<file path="src/rtl/zerocpu_pkg.sv">
// zerocpu_pkg: shared register-file sizes, scoreboard depth and scoreboard FSM states
package zerocpu_pkg;
   localparam int REG_AW  = 5;
   localparam int NREG    = 32;
   localparam int MAXPEND = 4;
   localparam int CNT_W   = $clog2(MAXPEND + 1);
   typedef enum logic {SB_IDLE, SB_DRAIN} sb_state_e;
endpackage

</file>
<file path="src/rtl/hazard_scoreboard_if.sv">
// hazard_scoreboard_if: decode/writeback/fence signals between the pipeline and the hazard scoreboard
interface hazard_scoreboard_if;
   import zerocpu_pkg::*;
   logic [REG_AW-1:0] rs1ReadAddr;
   logic [REG_AW-1:0] rs2ReadAddr;
   logic              rs1ReadEnable;
   logic              rs2ReadEnable;
   logic              issueValid;
   logic              issueLong;
   logic [REG_AW-1:0] issueRd;
   logic              flush;
   logic              wbValid;
   logic [REG_AW-1:0] wbRd;
   logic              drainReq;
   logic              stallD;
   logic [NREG-1:0]   busyVec;
   logic [CNT_W-1:0]  pendCnt;
   modport master (
      output rs1ReadAddr, rs2ReadAddr, rs1ReadEnable, rs2ReadEnable, issueValid, issueLong,
             issueRd, flush, wbValid, wbRd, drainReq,
      input  stallD, busyVec, pendCnt
   );
   modport slave (
      input  rs1ReadAddr, rs2ReadAddr, rs1ReadEnable, rs2ReadEnable, issueValid, issueLong,
             issueRd, flush, wbValid, wbRd, drainReq,
      output stallD, busyVec, pendCnt
   );
endinterface

</file>
<file path="src/rtl/sb_busy_vec.sv">
// sb_busy_vec: pending-write bitmap with set/clear ports and a matching population counter
module sb_busy_vec
   import zerocpu_pkg::*;
(
   input  logic              clk,
   input  logic              rst,
   input  logic              set,
   input  logic [REG_AW-1:0] set_rd,
   input  logic              clr,
   input  logic [REG_AW-1:0] clr_rd,
   output logic [NREG-1:0]   busy_q,
   output logic [CNT_W-1:0]  cnt_q
);
   logic [NREG-1:0]  busy_d;
   logic [CNT_W-1:0] cnt_d;
   // apply set and clear (never the same register), keep x0 clear, count moves by set - clr
   always_comb begin
      busy_d = busy_q;
      if (set) busy_d[set_rd] = 1'b1;
      if (clr) busy_d[clr_rd] = 1'b0;
      busy_d[0] = 1'b0;
      cnt_d = cnt_q + CNT_W'(set) - CNT_W'(clr);
   end
   // bitmap and count registers
   always_ff @(posedge clk) begin
      busy_q <= rst ? '0 : busy_d;
      cnt_q  <= rst ? '0 : cnt_d;
   end
endmodule

</file>
<file path="src/rtl/hazard_scoreboard.sv">
// hazard_scoreboard: decode stall controller for long-latency writes; SB_WB_BYPASS_EN lets a same-cycle writeback satisfy a source
module hazard_scoreboard
   import zerocpu_pkg::*;
(
   input  logic clk,
   input  logic rst,
   hazard_scoreboard_if.slave sb
);
   logic [NREG-1:0]  busy;
   logic [CNT_W-1:0] cnt;
   sb_state_e        state_q, state_d;
   logic             byp1, byp2, hazard, waw, full, stall, set, clr;
   // hazard/waw/full compares, stall and the set/clear requests for the bitmap
   always_comb begin
`ifdef SB_WB_BYPASS_EN
      byp1 = sb.wbValid && sb.wbRd == sb.rs1ReadAddr;
      byp2 = sb.wbValid && sb.wbRd == sb.rs2ReadAddr;
`else
      byp1 = 1'b0;
      byp2 = 1'b0;
`endif
      hazard = (sb.rs1ReadEnable && sb.rs1ReadAddr != '0 && busy[sb.rs1ReadAddr] && !byp1) ||
               (sb.rs2ReadEnable && sb.rs2ReadAddr != '0 && busy[sb.rs2ReadAddr] && !byp2);
      waw    = sb.issueValid && sb.issueRd != '0 && busy[sb.issueRd];
      full   = sb.issueValid && sb.issueLong && cnt == CNT_W'(MAXPEND);
      stall  = !sb.flush && (hazard || waw || full || state_q == SB_DRAIN || (sb.drainReq && cnt != '0));
      set    = sb.issueValid && sb.issueLong && sb.issueRd != '0 && !stall && !sb.flush;
      clr    = sb.wbValid && sb.wbRd != '0 && busy[sb.wbRd];
   end
   // fence drain FSM: leave on the edge of the last clear, or when the fence is flushed
   always_comb begin
      state_d = (state_q == SB_IDLE)
              ? ((sb.drainReq && cnt != '0 && !sb.flush) ? SB_DRAIN : SB_IDLE)
              : ((sb.flush || cnt == '0 || (cnt == CNT_W'(1) && clr)) ? SB_IDLE : SB_DRAIN);
   end
   // FSM state register
   always_ff @(posedge clk) begin
      state_q <= rst ? SB_IDLE : state_d;
   end
   sb_busy_vec u_busy (
      .clk    (clk),
      .rst    (rst),
      .set    (set),
      .set_rd (sb.issueRd),
      .clr    (clr),
      .clr_rd (sb.wbRd),
      .busy_q (busy),
      .cnt_q  (cnt)
   );
   assign sb.stallD  = stall;
   assign sb.busyVec = busy;
   assign sb.pendCnt = cnt;
endmodule

</file>
<file path="src/flat_wrapper.sv">
// flat-port wrapper written by rule: the top's interface ports become plain ports
module hazard_scoreboard_flat import zerocpu_pkg::*;
  (clk, rst, sb_rs1ReadAddr, sb_rs2ReadAddr, sb_rs1ReadEnable, sb_rs2ReadEnable, sb_issueValid, sb_issueLong, sb_issueRd, sb_flush, sb_wbValid, sb_wbRd, sb_drainReq, sb_stallD, sb_busyVec, sb_pendCnt);
  hazard_scoreboard_if sb_i ();
  input  logic clk;
  input  logic rst;
  input wire logic [$bits(sb_i.rs1ReadAddr)-1:0] sb_rs1ReadAddr;
  input wire logic [$bits(sb_i.rs2ReadAddr)-1:0] sb_rs2ReadAddr;
  input wire logic [$bits(sb_i.rs1ReadEnable)-1:0] sb_rs1ReadEnable;
  input wire logic [$bits(sb_i.rs2ReadEnable)-1:0] sb_rs2ReadEnable;
  input wire logic [$bits(sb_i.issueValid)-1:0] sb_issueValid;
  input wire logic [$bits(sb_i.issueLong)-1:0] sb_issueLong;
  input wire logic [$bits(sb_i.issueRd)-1:0] sb_issueRd;
  input wire logic [$bits(sb_i.flush)-1:0] sb_flush;
  input wire logic [$bits(sb_i.wbValid)-1:0] sb_wbValid;
  input wire logic [$bits(sb_i.wbRd)-1:0] sb_wbRd;
  input wire logic [$bits(sb_i.drainReq)-1:0] sb_drainReq;
  output wire logic [$bits(sb_i.stallD)-1:0] sb_stallD;
  output wire logic [$bits(sb_i.busyVec)-1:0] sb_busyVec;
  output wire logic [$bits(sb_i.pendCnt)-1:0] sb_pendCnt;
  assign sb_i.rs1ReadAddr = sb_rs1ReadAddr;
  assign sb_i.rs2ReadAddr = sb_rs2ReadAddr;
  assign sb_i.rs1ReadEnable = sb_rs1ReadEnable;
  assign sb_i.rs2ReadEnable = sb_rs2ReadEnable;
  assign sb_i.issueValid = sb_issueValid;
  assign sb_i.issueLong = sb_issueLong;
  assign sb_i.issueRd = sb_issueRd;
  assign sb_i.flush = sb_flush;
  assign sb_i.wbValid = sb_wbValid;
  assign sb_i.wbRd = sb_wbRd;
  assign sb_i.drainReq = sb_drainReq;
  assign sb_stallD = sb_i.stallD;
  assign sb_busyVec = sb_i.busyVec;
  assign sb_pendCnt = sb_i.pendCnt;
  hazard_scoreboard u_core (.clk(clk), .rst(rst), .sb(sb_i));
endmodule
</file>
<file path="config.mk">
export PLATFORM = sky130hd
export DESIGN_NAME = hazard_scoreboard_flat
export DESIGN_NICKNAME = d
export VERILOG_FILES = /design/src/rtl/zerocpu_pkg.sv /design/src/rtl/hazard_scoreboard_if.sv /design/src/rtl/sb_busy_vec.sv /design/src/rtl/hazard_scoreboard.sv /design/src/flat_wrapper.sv
export SDC_FILE = /design/constraint.sdc
export NUM_CORES = 1
export LEC_CHECK = 0
export ABC_AREA = 1
export BUFFER_PORTS_ARGS = -buffer_cell sky130_fd_sc_hd__buf_2
export CAP_MARGIN = 20
export CORE_MARGIN = 4
export CORE_UTILIZATION = 46
export DETAILED_ROUTE_END_ITERATION = 12
export PLACE_DENSITY = 0.78
export SYNTH_ARGS = -nofsm -noshare
export SYNTH_HDL_FRONTEND = slang
export SYNTH_SLANG_ARGS = --single-unit
</file>
<file path="constraint.sdc">
create_clock -name clk -period 4.35 [get_ports clk]
set_input_delay 0.87 -clock clk [delete_from_list [all_inputs] [get_ports clk]]
set_output_delay 0.87 -clock clk [all_outputs]
set_load 0.01 [all_outputs]
</file>
==> results.md <==
* Status: complete, no violations
* CP cell instances: buf_2 -> nor2_1 -> nand2_1 -> a31oi_1 -> nor2_1 -> nand2_1 -> nand3_1 -> and2_1 -> nor2_1 -> buf_2
* Combinational Power Share at 0.210
* Final Hold Viols at 0
* Critical Path Source Type: primary input
* Final net count at between 600 and 700
* Post-DP HPWL at slightly above 9000 µm
* Final Setup Violations at 0
* Synth Net Count at 615
* Unrepaired setup endpoints after global routing: no
* Final clock skew at 0.00552 ns
* Fillcell total at 744
* Fin crit period at approximately 3.4 ns
* Avg Synthesized Cell Area at 5.57 µm²
* Pre-CTS setup slack at 0.774 ns
* Antenna viol nets, final at 0
* Clock tree sinks at 35
* CTS max path bufs at 2
* Pre-Repair DR Iteration Count at 6
* Fin Setup TNS at 0 ns
* NetSw at 0.250 mW
* DRC viols at 0
* First-pass GRT wire length at 19300 µm
* Grt ovf at 0
* Vias per cell at 5.71
* Core box area at 6830 µm²
* Clock buffers created by TritonCTS at 5
* Sequential share of power at 0.404
* Vias at around 4200
* Syn-to-layout area delta at 13.3%
* ANT cells at 0
* Post-cts resize count at 0
* Vias in the first global route at 3755
* Sw Ratio at 0.310
* Layout cell share with drive strength beyond 1 at 0.151
* Largest net degree at the start of global routing at 33
* Slowest-stage cell, CP: nor2_1
* Clk pwr share at 0.386
* Cell mode on critical path: nor2_1
* Post-Syn Area at between 3000 and 4000 µm²
* Clock Latency Late Sink at around 0.28 ns
* P per Cell Area at around 220 nW/µm²
* Cts hold-fix bufs at 0
* Req. time, crit path at 3.48 ns
* DRT Wirelength at 12200 µm
* Critical path type: in2out
* Worst min path class: reg2reg
* GRT Util Overall at 0.284
* CTS tree: done
* Max-slew headroom at 0.469
* Final worst-path setup slack at 0.916 ns
* Critical path endpoint category: output port
* Port bufs at 63
* Int Pwr at 0.555 mW
* Leak at 1.69 nW
* Slowest stage delay, CP at approximately 0.4 ns
* Full die area at 8460 µm²
* Most frequent cells in the layout: 184 x nand2_1, 72 x inv_1, 63 x buf_2
* Clock Tree Root: clkbuf_8
* Io pins at 65
* Average routed wire per standard cell at 16.7 µm
* Critical-path maximum fanout at 8
* Yosys cell types at 30
* Slew at the pin closest to its max-slew limit at 0.796 ns
* Initial antenna violation count at 0
* Commonest non-fill, non-tap cell in the layout: nand2_1
* Sequential share of the synthesized area at 0.216
* VDD IR max at 0.000117 V
* RePlAce Congestion at between 0.9 and 1
* Period utilisation layout at 0.789
* DR iter-0 viols at 709
* Crit path arrival time at 2.56 ns
* # rows at 30
* Ys Warns at 0
* Clock-pin slew on the worst setup and hold paths at 0.08 ns
* Die H at approximately 92 µm
* #FFs+latches synth at 35
* Synth Instances at 583
* Fmax at approximately 290 MHz
* Max cap viols at 0
* Post-CTS setup buffers at 0
* Max H-tree Level at 2
* Max-slew violations at 0
* WHS at 0.458 ns
* Starting Density at 0.475
* Die W at 92 µm
## worst paths after layout
check	startpoint	to	slack (ns)	depth (start not counted)
setup reg to reg	u_core.u_busy.busy_q[18]	u_core.u_busy.cnt_q[2]	1.62	17
hold reg to reg	u_core.state_q	u_core.state_q	0.46	1
setup / recovery	sb_rs1ReadAddr[0]	sb_stallD	0.92	10
hold / removal	u_core.state_q	u_core.state_q	0.46	1
## worst max-delay path, delay by kind of cell
kind            cells  cell delay (ns)
compound gates      1             0.22
buf+inv             2             0.28
simple gates        7             1.18
## cell type report
cell class              instances  area [µm²]  share of cell area
repair buffers                 66         338              0.0919
clock buffers                   6        82.6              0.0225
flip-flops and latches         35         701               0.191
inverters                      81         307              0.0834
well taps                      96         120              0.0327
multi-input cells             445        2090               0.570
clock inverters                 2        35.0             0.00953
## metal layers
layer | vias up | part of all wire | GRT usage
li1 | 2016 | - | -
met1 | 1836 | 0.42 | 0.395
met2 | 266 | 0.43 | 0.435
met3 | 54 | 0.11 | 0.0468
met4 | 0 | 0.041 | 0.115
met5 | - | 0 | 0
## synth_stat cells, drive strengths merged
cell | count | area share
a21oi | 45 | 0.069
and2 | 1 | 0.0019
xnor2 | 1 | 0.0027
nor3 | 16 | 0.029
fa | 1 | 0.0062
and3 | 1 | 0.0019
o22ai | 15 | 0.029
buf | 18 | 0.040
clkbuf | 4 | 0.0046
a31oi | 2 | 0.0039
conb | 1 | 0.0012
nand4 | 41 | 0.079
ha | 2 | 0.0077
nor2 | 56 | 0.073
inv | 81 | 0.094
nand3 | 30 | 0.046
o211ai | 1 | 0.0023
o21ai | 43 | 0.066
dfxtp | 35 | 0.22
nand2 | 189 | 0.23
## through the flow
| step | cell area (µm²) | utilization | total power, mW | std cells |
|---|---|---|---|---|
| 6_report | 3680 | 0.538 | 0.804 | 731 |
| 5_1_grt | 3680 | 0.538 | 0.835 | 731 |
| 4_1_cts | 3680 | 0.538 | 0.799 | 731 |
| 3_5_place_dp | 3560 | 0.521 | 0.496 | 723 |
| 3_3_place_gp | 3560 | 0.521 | 0.494 | 723 |
| 2_1_floorplan | 3250 | - | 0.451 | 583 |
## state kept, by name, indices dropped and copies added, names as in the netlist
| register | cells |
|---|---|
| u_core.u_busy.busy_q | 31 |
| u_core.u_busy.cnt_q | 3 |
| u_core.state_q | 1 |
## power by group through the flow
stage	registers, mW	logic [mW]	clock network, mW
after floorplan	0.333	0.119	0
after global placement	0.333	0.161	0
after detailed placement	0.333	0.163	0
after CTS	0.325	0.164	0.310
after global routing	0.325	0.186	0.324
final	0.325	0.169	0.310
## kinds of logic (layout without fill, tap and decap cells)
logic type      after synthesis  after routing  share of synthesized area
fa+ha+maj                     3              3                     0.0139
simple gates                334            334                      0.457
xor+xnor                      1              1                    0.00270
compound gates              106            106                      0.171
other cells                   1              1                    0.00116
flops                        35             35                      0.216
buf+inv                     103            155                      0.139
(Power assumes the default switching activity.)
